[config.mk]
export PLATFORM = sky130hd
export DESIGN_NAME = calc_engine_flat
export DESIGN_NICKNAME = d
export VERILOG_FILES = /design/src/rtl/calc_engine_if.sv /design/src/rtl/calc_engine.sv /design/src/flat_wrapper.sv
export SDC_FILE = /design/constraint.sdc
export NUM_CORES = 1
export LEC_CHECK = 0
export BUFFER_PORTS_ARGS = -buffer_cell sky130_fd_sc_hd__buf_2
export CORE_ASPECT_RATIO = 1.75
export CORE_UTILIZATION = 60
export DETAILED_ROUTE_END_ITERATION = 10
export PLACE_DENSITY = 0.86
export SYNTH_ARGS = -nofsm -noshare
export SYNTH_HDL_FRONTEND = slang
export SYNTH_SLANG_ARGS = --single-unit
[constraint.sdc]
create_clock -name clk -period 8.2 [get_ports clk]
set_input_delay 1.23 -clock clk [delete_from_list [all_inputs] [get_ports clk]]
set_output_delay 1.23 -clock clk [all_outputs]
set_load 0.02 [all_outputs]
[src/rtl/calc_engine_if.sv]
// calc_engine_if: command/result bundle between the button-decode controller
// (master) and the calc_engine datapath (slave).
//
// Signalling: enter/number/total/clear/err_in are levels held by the
// controller; the engine edge-detects the four command lines itself, so a
// command is taken once per rising edge of its line and there is no ready
// back-pressure. digit is sampled in the cycle the number edge is seen.
// result_valid is a one-cycle pulse qualifying result; the consumer must
// take it that cycle (no ready). state is a debug view of the engine FSM.
interface calc_engine_if #(
  parameter int WIDTH = 16
);
  logic             enter;
  logic             number;
  logic             total;
  logic             clear;
  logic             err_in;
  logic [3:0]       digit;
  logic [WIDTH-1:0] operand;
  logic [WIDTH-1:0] acc;
  logic [WIDTH-1:0] result;
  logic             result_valid;
  logic             error;
  logic             overflow;
  logic [2:0]       digit_count;
  logic [1:0]       state;

  modport master (
    output enter, number, total, clear, err_in, digit,
    input  operand, acc, result, result_valid, error, overflow,
           digit_count, state
  );

  modport slave (
    input  enter, number, total, clear, err_in, digit,
    output operand, acc, result, result_valid, error, overflow,
           digit_count, state
  );
endinterface

[src/rtl/calc_engine.sv]
// calc_engine: builds decimal operands digit by digit, accumulates them and
// presents a running total. Commands arrive as levels and are edge-detected.
// Optional build macro CALC_SATURATE_EN: overflow clamps to 2^WIDTH-1 and
// continues instead of entering ERROR.
module calc_engine #(
  parameter int WIDTH      = 16,
  parameter int MAX_DIGITS = 5
) (
  input logic          clk,
  input logic          rst,
  calc_engine_if.slave bus
);

  localparam logic [1:0] S_IDLE   = 2'd0;
  localparam logic [1:0] S_ENTRY  = 2'd1;
  localparam logic [1:0] S_RESULT = 2'd2;
  localparam logic [1:0] S_ERROR  = 2'd3;

`ifdef CALC_SATURATE_EN
  localparam bit SAT = 1'b1;
`else
  localparam bit SAT = 1'b0;
`endif

  localparam logic [WIDTH-1:0] MAX_VAL = {WIDTH{1'b1}};
  localparam logic [WIDTH+3:0] MAX_EXT = {4'b0000, {WIDTH{1'b1}}};
  localparam logic [WIDTH+3:0] TEN     = (WIDTH+4)'(10);
  localparam logic [2:0]       MAX_CNT = 3'(MAX_DIGITS);

  logic [1:0]       state_q, state_d;
  logic [WIDTH-1:0] operand_q, operand_d;
  logic [WIDTH-1:0] acc_q, acc_d;
  logic [WIDTH-1:0] result_q, result_d;
  logic             rv_q, rv_d;
  logic             ovf_q, ovf_d;
  logic [2:0]       cnt_q, cnt_d;
  // prev copies of {clear, total, enter, number}
  logic [3:0]       prev_q;

  logic [3:0]       lines;
  logic [3:0]       fire;
  logic [WIDTH:0]   sum;
  logic             sum_ovf;
  logic [WIDTH-1:0] sum_val;
  logic [WIDTH-1:0] base;
  logic [2:0]       base_cnt;
  logic [WIDTH+3:0] prod;
  logic             prod_ovf;

  assign lines = {bus.clear, bus.total, bus.enter, bus.number};
  assign fire  = lines & ~prev_q;

  // Arithmetic shared by enter/total and number paths.
  always_comb begin
    sum      = {1'b0, acc_q} + {1'b0, operand_q};
    sum_ovf  = sum[WIDTH];
    sum_val  = sum_ovf ? MAX_VAL : sum[WIDTH-1:0];
    // A new digit after a total starts a fresh operand; acc chains on.
    base     = (state_q == S_RESULT) ? '0 : operand_q;
    base_cnt = (state_q == S_RESULT) ? 3'd0 : cnt_q;
    prod     = {4'b0000, base} * TEN + {{WIDTH{1'b0}}, bus.digit};
    prod_ovf = (prod > MAX_EXT);
  end

  // Next-state: err_in first, then clear > total > enter > number.
  always_comb begin
    state_d   = state_q;
    operand_d = operand_q;
    acc_d     = acc_q;
    result_d  = result_q;
    rv_d      = 1'b0;
    ovf_d     = ovf_q;
    cnt_d     = cnt_q;

    if (bus.err_in) begin
      state_d = S_ERROR;
    end else if (fire[3]) begin
      state_d   = S_IDLE;
      operand_d = '0;
      acc_d     = '0;
      result_d  = '0;
      ovf_d     = 1'b0;
      cnt_d     = 3'd0;
    end else if (state_q == S_ERROR) begin
      state_d = S_ERROR;
    end else if (fire[2]) begin
      if (state_q == S_ENTRY && sum_ovf && !SAT) begin
        ovf_d   = 1'b1;
        state_d = S_ERROR;
      end else begin
        if (state_q == S_ENTRY) begin
          acc_d    = sum_val;
          result_d = sum_val;
          ovf_d    = ovf_q | sum_ovf;
        end else begin
          result_d = acc_q;
        end
        rv_d      = 1'b1;
        operand_d = '0;
        cnt_d     = 3'd0;
        state_d   = S_RESULT;
      end
    end else if (fire[1]) begin
      if (state_q == S_ENTRY) begin
        if (sum_ovf && !SAT) begin
          ovf_d   = 1'b1;
          state_d = S_ERROR;
        end else begin
          acc_d     = sum_val;
          ovf_d     = ovf_q | sum_ovf;
          operand_d = '0;
          cnt_d     = 3'd0;
          state_d   = S_IDLE;
        end
      end
    end else if (fire[0]) begin
      if (bus.digit > 4'd9) begin
        state_d = S_ERROR;
      end else if (base_cnt == MAX_CNT) begin
        state_d = state_q;
      end else if (prod_ovf && !SAT) begin
        ovf_d   = 1'b1;
        state_d = S_ERROR;
      end else begin
        operand_d = prod_ovf ? MAX_VAL : prod[WIDTH-1:0];
        ovf_d     = ovf_q | prod_ovf;
        cnt_d     = base_cnt + 3'd1;
        state_d   = S_ENTRY;
      end
    end
  end

  // State and datapath registers; prev copies reset high to mask held lines.
  always_ff @(posedge clk or posedge rst) begin
    if (rst) begin
      state_q   <= S_IDLE;
      operand_q <= '0;
      acc_q     <= '0;
      result_q  <= '0;
      rv_q      <= 1'b0;
      ovf_q     <= 1'b0;
      cnt_q     <= 3'd0;
      prev_q    <= 4'b1111;
    end else begin
      state_q   <= state_d;
      operand_q <= operand_d;
      acc_q     <= acc_d;
      result_q  <= result_d;
      rv_q      <= rv_d;
      ovf_q     <= ovf_d;
      cnt_q     <= cnt_d;
      prev_q    <= lines;
    end
  end

  assign bus.operand      = operand_q;
  assign bus.acc          = acc_q;
  assign bus.result       = result_q;
  assign bus.result_valid = rv_q;
  assign bus.error        = (state_q == S_ERROR);
  assign bus.overflow     = ovf_q;
  assign bus.digit_count  = cnt_q;
  assign bus.state        = state_q;

endmodule

[src/flat_wrapper.sv]
// flat-port wrapper written by rule: the top's interface ports become plain ports
module calc_engine_flat 
#(
  parameter int WIDTH      = 16,
  parameter int MAX_DIGITS = 5
)
  (clk, rst, bus_enter, bus_number, bus_total, bus_clear, bus_err_in, bus_digit, bus_operand, bus_acc, bus_result, bus_result_valid, bus_error, bus_overflow, bus_digit_count, bus_state);
  calc_engine_if #(.WIDTH(WIDTH)) bus_i ();
  input logic clk;
  input logic rst;
  input wire logic [$bits(bus_i.enter)-1:0] bus_enter;
  input wire logic [$bits(bus_i.number)-1:0] bus_number;
  input wire logic [$bits(bus_i.total)-1:0] bus_total;
  input wire logic [$bits(bus_i.clear)-1:0] bus_clear;
  input wire logic [$bits(bus_i.err_in)-1:0] bus_err_in;
  input wire logic [$bits(bus_i.digit)-1:0] bus_digit;
  output wire logic [$bits(bus_i.operand)-1:0] bus_operand;
  output wire logic [$bits(bus_i.acc)-1:0] bus_acc;
  output wire logic [$bits(bus_i.result)-1:0] bus_result;
  output wire logic [$bits(bus_i.result_valid)-1:0] bus_result_valid;
  output wire logic [$bits(bus_i.error)-1:0] bus_error;
  output wire logic [$bits(bus_i.overflow)-1:0] bus_overflow;
  output wire logic [$bits(bus_i.digit_count)-1:0] bus_digit_count;
  output wire logic [$bits(bus_i.state)-1:0] bus_state;
  assign bus_i.enter = bus_enter;
  assign bus_i.number = bus_number;
  assign bus_i.total = bus_total;
  assign bus_i.clear = bus_clear;
  assign bus_i.err_in = bus_err_in;
  assign bus_i.digit = bus_digit;
  assign bus_operand = bus_i.operand;
  assign bus_acc = bus_i.acc;
  assign bus_result = bus_i.result;
  assign bus_result_valid = bus_i.result_valid;
  assign bus_error = bus_i.error;
  assign bus_overflow = bus_i.overflow;
  assign bus_digit_count = bus_i.digit_count;
  assign bus_state = bus_i.state;
  calc_engine #(.WIDTH(WIDTH), .MAX_DIGITS(MAX_DIGITS)) u_core (.clk(clk), .rst(rst), .bus(bus_i));
endmodule
==> reports/results.txt <==
most common cell after layout, fill and taps aside: buf_2
largest net degree at the start of global routing: 60
H-tree depth: 3
Fin. Hold Viols: 0
grt ovf: 0
Core Region: 7910 um^2
setup_tns: 0 ns
Netlist cell types: 73
initial antenna violation count: 0
Die Wd: 70.4 um
Leakage: 2.77 nW
Crit path largest cell delay: 0.57 ns
clk sink count: 59
Worst Hold Class: reg2reg
layout cells sized above 1: 17.1%
critical path fanouts, max: 23
number of global-route vias before repair: 4467
Longest Clk Path Bufs: 2
post-cts sizing count: 0
synth-to-layout area growth: 12.4%
Starting Density: 62.1%
Yosys reg bits: 59
status: complete, no violations
TritonRoute pass-1 iters: 6
RePlAce Congestion: 0.915
Setup WS pre-CTS: 4.00 ns
fmax: 236 MHz
number of flops mapped to enable cells by yosys: 0
root buffer cell: clkbuf_16
diodes inserted: 0
slowest CP cell: and4_1
Worst-path clk slew: 0.05 ns
DRC viols: 0
post-CTS setup buffers: 0
Top delay family on crit path: simple AND/OR/NAND/NOR gates
Worst VDD drop: 0.114 mV
Crit. End Element: register
worst-margin pin slew: 1.30 ns
most frequent cells in the layout: 66 x buf_2, 59 x nor2_1, 56 x nand2_1
Post-Route WL: 12300 um
Worst slew margin: 13.0%
CP Cell Sequence: nand2b_4, and2_1, ha_1, ha_1, o21ai_1, o21ai_1, a2111o_1, and3_4, mux2_4, nor3_4, nor3_1, and4_1, a22o_1
max-slew violations: 0
CP startpoint kind: register
drt wl/cell: 17.2 um
initial drt markers: 394
ys async rst share: 100%
fill count: 632
critical path class: reg2reg
largest area contributor in the netlist: dfrtp_1
Reg area: 1480 um^2
Die Ht: 122 um
YS warnings: 0
mean area per synthesized cell: 8.71 um^2
Routed Antenna Nets: 0
Worst EP required: 8.46 ns
Worst Path Buf+Inv: 0
Worst-Skew Late Latency: 0.33 ns
worst clock skew: 0.00656 ns
final number of setup-violating endpoints: 0
Yosys top cell area share: 28.0%
first-pass GRT wire length: 20200 um
Post-CTS Hold Buffers: 0
HPWL Detailed: 9470 um
minimum clock period: 4.23 ns
CTS tree: built
Final nets: 678
Ports: 67
Rows: 43
Via density: 6.25
top cells by area, synth: dfrtp_1 28%, ha_1 12%, a22o_1 5.2%
internal reg-to-reg setup slack: 3.97 ns
Vias: 4466
all-layer global routing usage: 29.7%
final critical-path share of the clock period: 51.6%
Final WS setup: 3.97 ns
Primary FF master, synth: dfrtp_1
post-synth net total: 623
area of the multi-input gates: 3250 um^2
CTS Buf Count: 9
register area share after synthesis: 30.2%
RSZ-0062 raised after global routing: false
# Max-Cap Violations: 0
Mapped Cells: 564
Mapped Area: 4910 um^2
port bufs: 66
Power Dens Cells: 202 nW/um^2
Crit path arrival time: 4.50 ns
die area: 8570 um^2
[worst register-to-register path, delay by kind of cell, from the launching register on]
kind | cells | cell delay (ns)
adders and majority gates | 2 | 0.68
DFF | 1 | 0.45
and+or+nand+nor | 6 | 1.76
muxes | 1 | 0.21
AOI/OAI and AO/OA | 4 | 1.06
[logic make-up (layout without fill, tap and decap cells)]
| family | count (synthesis) | after routing | synth area share, % |
|---|---|---|---|
| adders and majority gates | 48 | 48 | 12.5 |
| xor gates and xnor gates | 34 | 34 | 6.06 |
| AOI/OAI and AO/OA | 175 | 175 | 25.0 |
| muxes | 2 | 2 | 0.535 |
| and+or+nand+nor | 208 | 208 | 22.1 |
| buffers and inverters | 38 | 98 | 3.64 |
| DFF | 59 | 59 | 30.2 |
[metrics by stage]
step | utilization (%) | instance area (um^2) | std cells | power, mW | hold slack, ns
final | 69.8 | 5520 | 714 | 1.11 | 0.480
after CTS | 69.8 | 5520 | 714 | 1.11 | 0.486
after global routing | 69.8 | 5520 | 714 | 1.17 | 0.512
after floorplan | - | 4910 | 564 | 0.665 | 0.590
after global placement | 66.3 | 5240 | 698 | 0.755 | 0.459
after detailed placement | 66.3 | 5240 | 698 | 0.764 | 0.475
[cells in the mapped netlist, types with 4 or more instances]
library cell and count:
a211oi_1 7, a21o_1 7, a21oi_1 27, a22o_1 29, a31oi_1 7, and2_1 19, and3_1 9, buf_2 5
clkbuf_1 12, dfrtp_1 55, dfstp_2 4, ha_1 46, inv_1 15, nand2_1 56, nand2b_1 7, nand3_1 8
nand4_1 6, nor2_1 59, nor2b_1 5, nor3_1 7, o211ai_1 7, o21a_1 9, o21ai_0 39, o21ai_1 4
o21bai_1 9, or3_1 7, xnor2_1 23, xor2_1 11
[registers in the layout (all words and copies together) (netlist names)]
register / count
u_core.bus.acc: 16
u_core.bus.digit_count: 3
u_core.bus.operand: 16
u_core.bus.overflow: 1
u_core.bus.result: 16
u_core.bus.result_valid: 1
u_core.bus.state: 2
u_core.prev_q: 4
[metal layers]
| layer | vias up | part of all wire (%) | GRT usage [%] |
|---|---|---|---|
| li1 | 2165 | - | - |
| met1 | 2091 | 37 | 29.7 |
| met2 | 168 | 56 | 57.9 |
| met3 | 42 | 4.5 | 4.30 |
| met4 | 0 | 3.3 | 15.1 |
| met5 | - | 0 | 0 |
[area by class of cell]
| class | instances | share of cell area, % |
|---|---|---|
| multi-input cells | 467 | 58.9 |
| flip-flops and latches | 59 | 26.8 |
| repair buffers | 67 | 6.12 |
| clock buffers | 12 | 4.64 |
| well taps | 90 | 2.04 |
| inverters | 15 | 1.02 |
| clock inverters | 4 | 0.453 |
[report_power, final]
part,leakage (nW),total (mW),switching [mW],internal [mW]
clock network,0.135,0.346,0.127,0.219
registers,0.796,0.358,0.0402,0.317
logic,1.84,0.410,0.247,0.163
total,2.77,1.11,0.414,0.700
[final timing paths]
path / startpoint / endpoint / depth (start not counted)
max: u_core.bus.state[0] / u_core.bus.operand[14] / 13
min: u_core.bus.result[13] / u_core.bus.result[13] / 2
max reg2reg: u_core.bus.state[0] / u_core.bus.operand[14] / 13
min reg2reg: u_core.bus.result[13] / u_core.bus.result[13] / 2
max in group asynchronous: rst / u_core.bus.operand[14] / 3
min in group asynchronous: rst / u_core.bus.result[15] / 3
Note: power is estimated with default switching activity, not from simulation.
